## config.mk

```make
export PLATFORM = sky130hd
export DESIGN_NAME = bits_tracker_flat
export DESIGN_NICKNAME = d
export VERILOG_FILES = /design/src/rtl/bits_tracker_if.sv /design/src/rtl/bits_tracker.sv /design/src/flat_wrapper.sv
export SDC_FILE = /design/constraint.sdc
export NUM_CORES = 1
export LEC_CHECK = 0
export ABC_AREA = 1
export CAP_MARGIN = 20
export CORE_MARGIN = 2
export CORE_UTILIZATION = 38
export DETAILED_ROUTE_END_ITERATION = 16
export PLACE_DENSITY = 0.52
export SYNTH_ARGS = -nofsm -noshare
export SYNTH_HDL_FRONTEND = slang
export SYNTH_SLANG_ARGS = --single-unit
```

## constraint.sdc

```tcl
create_clock -name clk -period 9.43 [get_ports clk]
set_clock_uncertainty 0.1 [all_clocks]
set_input_delay 1.886 -clock clk [delete_from_list [all_inputs] [get_ports clk]]
set_output_delay 1.886 -clock clk [all_outputs]
set_load 0.1 [all_outputs]
```

## src/rtl/bits_tracker_if.sv

```systemverilog
// Sample-beat stream into the tracker and decided-symbol/timing status out of it.
interface bits_tracker_if #(
  parameter int CORR_W = 4,
  parameter int NSYM   = 4,
  parameter int PER_W  = 6
);
  localparam int SYM_W = (NSYM > 1) ? $clog2(NSYM) : 1;

  logic [NSYM*CORR_W-1:0] in_corr;
  logic                   in_vld;
  logic [SYM_W-1:0]       out_sym;
  logic                   out_dat;
  logic                   out_vld;
  logic [1:0]             out_adj;
  logic                   adj_sat;
  logic                   locked;
  logic [PER_W-1:0]       period;

  modport master (
    output in_corr, in_vld,
    input  out_sym, out_dat, out_vld, out_adj, adj_sat, locked, period
  );

  modport slave (
    input  in_corr, in_vld,
    output out_sym, out_dat, out_vld, out_adj, adj_sat, locked, period
  );
endinterface

```

## src/rtl/bits_tracker.sv

```systemverilog
// Argmax symbol decision over an NSYM-way correlator bank, with early/late gate
// timing recovery, a period bounded around nominal, and a lock indicator.
module bits_tracker #(
  parameter int CORR_W      = 4,
  parameter int NSYM        = 4,
  parameter int PER_W       = 6,
  parameter int LOCK_THRESH = 8
) (
  input  logic             clk,
  input  logic             rst,
  input  logic             restart,
  input  logic [PER_W-1:0] cfg_period,
  input  logic [PER_W-1:0] cfg_tol,
  input  logic [1:0]       cfg_el,
  bits_tracker_if.slave    bus
);
  localparam int SYM_W = (NSYM > 1) ? $clog2(NSYM) : 1;
  localparam int LCK_W = $clog2(LOCK_THRESH + 1);
  localparam int EW    = PER_W + 1;

  logic [CORR_W-1:0] w_corr  [NSYM];
  logic [CORR_W-1:0] r_on    [NSYM];
  logic [CORR_W-1:0] r_early [NSYM];
  logic [CORR_W-1:0] r_late  [NSYM];

  logic [PER_W-1:0] r_period;
  logic [PER_W-1:0] r_cnt;
  logic [EW-1:0]    r_pmin;
  logic [EW-1:0]    r_pmax;
  logic [1:0]       r_el;
  logic             r_dec_pend;
  logic             r_trk_pend;
  logic             r_decided;
  logic [LCK_W-1:0] r_lock_cnt;
  logic [SYM_W-1:0] r_sym;
  logic             r_dat;
  logic             r_vld;
  logic [1:0]       r_adj;
  logic             r_sat;
  logic             r_locked;

  logic             w_srst;
  logic             w_on_stb;
  logic             w_late_stb;
  logic             w_early_stb;
  logic             w_wrap;
  logic [EW-1:0]    w_cnt_p1;
  logic [EW-1:0]    w_per_e;
  logic [EW-1:0]    w_pmax_raw;
  logic [EW-1:0]    w_pmax_cfg;
  logic [SYM_W-1:0] w_best_sym;
  logic [CORR_W-1:0] w_best_val;
  logic             w_best_dat;
  logic [CORR_W-1:0] w_on_s;
  logic [CORR_W-1:0] w_early_s;
  logic [CORR_W-1:0] w_late_s;
  logic             w_hold;
  logic             w_up;
  logic [EW-1:0]    w_target;
  logic [EW-1:0]    w_clamped;
  logic             w_sat;
  logic [1:0]       w_adj;
  logic [LCK_W-1:0] w_lock_next;

  for (genvar gi = 0; gi < NSYM; gi++) begin : g_slice
    assign w_corr[gi] = bus.in_corr[gi*CORR_W +: CORR_W];
  end

  assign w_srst      = rst | restart;
  assign w_cnt_p1    = {1'b0, r_cnt} + EW'(1);
  assign w_per_e     = {1'b0, r_period};
  assign w_wrap      = (w_cnt_p1 >= w_per_e);
  assign w_on_stb    = bus.in_vld && (w_cnt_p1 == w_per_e);
  assign w_late_stb  = bus.in_vld && (r_el != 2'd0) && (w_cnt_p1 == EW'(r_el));
  assign w_early_stb = bus.in_vld && (r_el != 2'd0) && ((w_cnt_p1 + EW'(r_el)) == w_per_e);

  // Upper bound saturates at the largest representable period.
  assign w_pmax_raw = {1'b0, cfg_period} + {1'b0, cfg_tol};
  assign w_pmax_cfg = w_pmax_raw[PER_W] ? {1'b0, {PER_W{1'b1}}} : w_pmax_raw;

  // Strict '>' keeps the lowest index on ties.
  always_comb begin
    w_best_sym = '0;
    w_best_val = r_on[0];
    for (int k = 1; k < NSYM; k++) begin
      if (r_on[k] > w_best_val) begin
        w_best_val = r_on[k];
        w_best_sym = SYM_W'(k);
      end
    end
  end
  assign w_best_dat = (w_best_sym == '0) || (w_best_sym == SYM_W'(NSYM - 1));

  assign w_on_s    = r_on[r_sym];
  assign w_early_s = r_early[r_sym];
  assign w_late_s  = r_late[r_sym];
  assign w_hold    = (w_on_s >= w_early_s) && (w_on_s >= w_late_s);
  assign w_up      = (w_late_s >= w_early_s);

  always_comb begin
    w_target = w_per_e;
    w_adj    = 2'b00;
    if (!w_hold) begin
      w_target = w_up ? (w_per_e + EW'(r_el)) : (w_per_e - EW'(r_el));
      w_adj    = w_up ? 2'b01 : 2'b11;
    end
    w_clamped = w_target;
    if (w_target < r_pmin) w_clamped = r_pmin;
    else if (w_target > r_pmax) w_clamped = r_pmax;
  end
  assign w_sat = (w_clamped != w_target);

  always_comb begin
    w_lock_next = r_lock_cnt;
    if (w_sat) w_lock_next = '0;
    else if (w_hold && (r_lock_cnt != LCK_W'(LOCK_THRESH))) w_lock_next = r_lock_cnt + LCK_W'(1);
  end

  always_ff @(posedge clk) begin
    r_vld <= 1'b0;
    r_sat <= 1'b0;
    if (w_srst) begin
      r_period   <= cfg_period;
      r_pmin     <= {1'b0, cfg_period} - {1'b0, cfg_tol};
      r_pmax     <= w_pmax_cfg;
      r_el       <= cfg_el;
      r_cnt      <= '0;
      r_dec_pend <= 1'b0;
      r_trk_pend <= 1'b0;
      r_decided  <= 1'b0;
      r_lock_cnt <= '0;
      r_sym      <= '0;
      r_dat      <= 1'b0;
      r_adj      <= 2'b00;
      r_locked   <= 1'b0;
      for (int k = 0; k < NSYM; k++) begin
        r_on[k]    <= '1;
        r_early[k] <= '0;
        r_late[k]  <= '0;
      end
    end else begin
      if (bus.in_vld) r_cnt <= w_wrap ? '0 : w_cnt_p1[PER_W-1:0];
      if (w_on_stb)    r_on    <= w_corr;
      if (w_early_stb) r_early <= w_corr;
      if (w_late_stb)  r_late  <= w_corr;
      r_dec_pend <= w_on_stb;
      r_trk_pend <= w_late_stb;
      if (r_dec_pend) begin
        r_sym     <= w_best_sym;
        r_dat     <= w_best_dat;
        r_vld     <= 1'b1;
        r_decided <= 1'b1;
      end
      if (r_trk_pend && r_decided) begin
        r_period   <= w_clamped[PER_W-1:0];
        r_adj      <= w_adj;
        r_sat      <= w_sat;
        r_lock_cnt <= w_lock_next;
        r_locked   <= (w_lock_next == LCK_W'(LOCK_THRESH));
      end
    end
  end

  assign bus.out_sym = r_sym;
  assign bus.out_dat = r_dat;
  assign bus.out_vld = r_vld;
  assign bus.out_adj = r_adj;
  assign bus.adj_sat = r_sat;
  assign bus.locked  = r_locked;
  assign bus.period  = r_period;
endmodule

```

## src/flat_wrapper.sv

```systemverilog
// flat-port wrapper written by rule: the top's interface ports become plain ports
module bits_tracker_flat 
#(
  parameter int CORR_W      = 4,
  parameter int NSYM        = 4,
  parameter int PER_W       = 6,
  parameter int LOCK_THRESH = 8
)
  (clk, rst, restart, cfg_period, cfg_tol, cfg_el, bus_in_corr, bus_in_vld, bus_out_sym, bus_out_dat, bus_out_vld, bus_out_adj, bus_adj_sat, bus_locked, bus_period);
  bits_tracker_if #(.CORR_W(CORR_W), .NSYM(NSYM), .PER_W(PER_W)) bus_i ();
  input  logic clk;
  input  logic rst;
  input  logic restart;
  input  logic [PER_W-1:0] cfg_period;
  input  logic [PER_W-1:0] cfg_tol;
  input  logic [1:0] cfg_el;
  input wire logic [$bits(bus_i.in_corr)-1:0] bus_in_corr;
  input wire logic [$bits(bus_i.in_vld)-1:0] bus_in_vld;
  output wire logic [$bits(bus_i.out_sym)-1:0] bus_out_sym;
  output wire logic [$bits(bus_i.out_dat)-1:0] bus_out_dat;
  output wire logic [$bits(bus_i.out_vld)-1:0] bus_out_vld;
  output wire logic [$bits(bus_i.out_adj)-1:0] bus_out_adj;
  output wire logic [$bits(bus_i.adj_sat)-1:0] bus_adj_sat;
  output wire logic [$bits(bus_i.locked)-1:0] bus_locked;
  output wire logic [$bits(bus_i.period)-1:0] bus_period;
  assign bus_i.in_corr = bus_in_corr;
  assign bus_i.in_vld = bus_in_vld;
  assign bus_out_sym = bus_i.out_sym;
  assign bus_out_dat = bus_i.out_dat;
  assign bus_out_vld = bus_i.out_vld;
  assign bus_out_adj = bus_i.out_adj;
  assign bus_adj_sat = bus_i.adj_sat;
  assign bus_locked = bus_i.locked;
  assign bus_period = bus_i.period;
  bits_tracker #(.CORR_W(CORR_W), .NSYM(NSYM), .PER_W(PER_W), .LOCK_THRESH(LOCK_THRESH)) u_core (.clk(clk), .rst(rst), .restart(restart), .cfg_period(cfg_period), .cfg_tol(cfg_tol), .cfg_el(cfg_el), .bus(bus_i));
endmodule
```

==> impl_metrics.py <==
metrics = {
    "timing": {
        "worst_pin_slew_ns": 0.978,
        "setup_viol": 0,
        "slew_violations": 0,
        "slew_headroom": 0.346,
        "rsz0062_at_grt": "false",
        "hold_viol_final": 0,
        "layout_min_cycle_time_ns": 6.18,
        "final.setup.tns_ns": 0,
        "hold_slack_ns": 0.348,
        "fmax_ghz": 0.162,
        "finalWorstSetupSlack_ns": 3.25,
        "min_period_over_period": 0.655,
    },
    "global_routing": {
        "gr-usage-met3": 0.0303,
        "track_usage": 0.198,
        "grt_max_degree": 64,
        "grt_busiest_layer": "met2",
        "met1_usage": 0.278,
        "grt_first_pass_wirelength_um": 26200,
        "met2_usage": 0.318,
        "grt_pass1_vias": 5195,
        "grt.overflow.total": 0,
        "antenna_found_initial": 0,
    },
    "routing": {
        "routedWlPerCell_um": 14.6,
        "first_pass_iters": 5,
        "drt_iter0_drc": 356,
        "antenna_left": 0,
        "wl_um": 15900,
        "viasPerCell": 5.05,
        "dr_total_vias": 5490,
        "drc": 0,
    },
    "die": {
        "dieWidth_um": 130,
        "coreArea_sq_um": 15700,
        "initial_core_util": 0.383,
        "io_pins": 48,
        "die_area_sq_um": 16900,
        "die_h_um": 130,
        "rows": 46,
    },
    "yosys": {
        "synth-main-ff-cell": "dfxtp_1",
        "yosysSeqAreaShare": 0.334,
        "postSynth.asyncResetShare": 0,
        "yosysMostFrequentCell": "nand2_1",
        "yosysTopAreaCellShare": 0.229,
        "ys_types": 42,
        "synthTopCellsByArea": "dfxtp_1 23%, ha_1 13%, nand2_1 12%",
        "synth_edf_count": 21,
        "synth_area_per_cell_sq_um": 7.27,
        "yosys-top-cells-count": "185 x nand2_1, 107 x nor2_1, 98 x inv_1",
        "synth-seq-cells": 90,
        "netlist.top_cell.by_area": "dfxtp_1",
        "syn_area_sq_um": 6020,
        "syn-instance-count": 829,
        "synthesis.nets": 929,
        "ys.warnings.count": 0,
    },
    "finish": {
        "drive_above_1_share": 0.0494,
        "antennaDiodeCount": 0,
        "fin_cells": 1087,
        "nets": 966,
        "syn_to_final_growth_pct": 16.2,
    },
    "place": {
        "dp.cells": 1071,
        "dp_hpwl_um": 12100,
        "gp_congestion": 0.853,
        "io_buffer_count": 47,
        "preCtsSetupSlack_ns": 3.31,
    },
    "worst_setup_path": {
        "crit_path_end_kind": "register",
        "crit_type": "reg -> reg",
        "crit_required_ns": 9.60,
        "slowest_stage": "dfxtp_1",
        "max_stage_delay_ns": 0.90,
        "crit_top_cell": "nand2_1",
        "crit_fanout": 27,
        "cp.arrival_ns": 6.35,
        "startpoint_type": "register",
    },
    "clock_tree": {
        "cts.path.max_buffers": 2,
        "cts_tree": "yes",
        "clock_latency_ns": 0.35,
        "postCtsHoldBufs": 0,
        "clock_sinks": 90,
        "cts_root_buffer": "clkbuf_16",
        "clkTransAtPathRegs_ns": 0.06,
        "cts_resized": 0,
        "cts_setup_buffers": 0,
        "cts.htree.levels": 3,
        "cts_made_buffers": 9,
    },
    "run_status": {
        "outcome": "complete, no violations",
    },
    "run": {
        "cap_violations": 0,
    },
    "power_and_ir_drop": {
        "p_total_w": 0.00108,
        "leakage_nw": 3.14,
        "irDropWorstVdd_v": 0.0000862,
        "power.density_nw_per_um2": 154,
    },
    "worst_hold_path": {
        "hold_class": "reg -> reg",
    },
}
metal layers:
| layer | up-vias | wire [um] |
|---|---|---|
| li1 | 2818 | - |
| met1 | 2543 | 7990 |
| met4 | 0 | 151 |
| met5 | - | 0 |
| met2 | 117 | 7180 |
| met3 | 12 | 574 |
worst paths after layout:
check	startpoint	endpoint	slack (ns)	cells after the start
max	u_core.bus.out_sym[0]	u_core.r_lock_cnt[2]	3.25	34
min	u_core.bus.locked	u_core.bus.locked	0.35	2
max reg2reg	u_core.bus.out_sym[0]	u_core.r_lock_cnt[2]	3.25	34
min reg2reg	u_core.bus.locked	u_core.bus.locked	0.35	2
through the flow:
step           area (sq um)  utilization
6_report               7000        0.446
5_1_grt                7000        0.446
4_1_cts                7000        0.446
3_5_place_dp           6700        0.427
3_3_place_gp           6700        0.427
2_1_floorplan          6020            -
sequential cells by signal, indices dropped and copies added (netlist names), 2 cells and up:
signal	cells
u_core.bus.out_adj	2
u_core.bus.out_sym	2
u_core.bus.period	6
u_core.r_cnt	6
u_core.r_early	16
u_core.r_el	2
u_core.r_late	16
u_core.r_lock_cnt	4
u_core.r_on	16
u_core.r_pmax	6
u_core.r_pmin	7
layout make-up:
class / instances / area [sq um]
clock inverter: 4 / 31.3
tap: 216 / 270
timing repair buffer: 50 / 493
multi-input combinational: 614 / 3550
inverter: 101 / 379
sequential: 90 / 2010
clock buffer: 12 / 268
fill: 1587 / 8710
where the power goes:
group / internal (W) / leakage, nW / total [W] / switching [W]
registers: 0.000417 / 0.769 / 0.000433 / 0.0000159
logic: 0.0000996 / 2.23 / 0.000285 / 0.000185
clock network: 0.000204 / 0.145 / 0.000360 / 0.000157
total: 0.000720 / 3.14 / 0.00108 / 0.000358
logic make-up (layout without fill, tap and decap cells):
family | count (synthesis) | count (layout) | share of synthesized area
fa+ha+maj | 66 | 66 | 0.142
compound gates | 155 | 155 | 0.148
xor+xnor | 20 | 20 | 0.0303
flops | 90 | 90 | 0.334
simple gates | 373 | 373 | 0.268
buf+inv | 125 | 167 | 0.0785
critical path, delay by kind of cell, from the launching register on:
family          cells  cell delay [ns]
flops               1             0.90
simple gates       16             1.41
compound gates     10             1.58
buf+inv             4             0.88
fa+ha+maj           3             1.08
xor+xnor            1             0.16
layout by cell type (no fill, tap or decap), types with 6 or more instances in the layout:
cell,n
nand3_1,43
o21ai_0,75
nand3_2,6
clkdlybuf4s50_1,47
nor2_1,106
nand4_1,13
inv_1,98
edfxtp_1,21
xor2_1,16
a21oi_1,36
ha_1,62
o211ai_1,10
clkbuf_16,10
nand2_2,6
dfxtp_1,69
nand2_1,185
No activity file was read; power rests on OpenSTA's default activity.
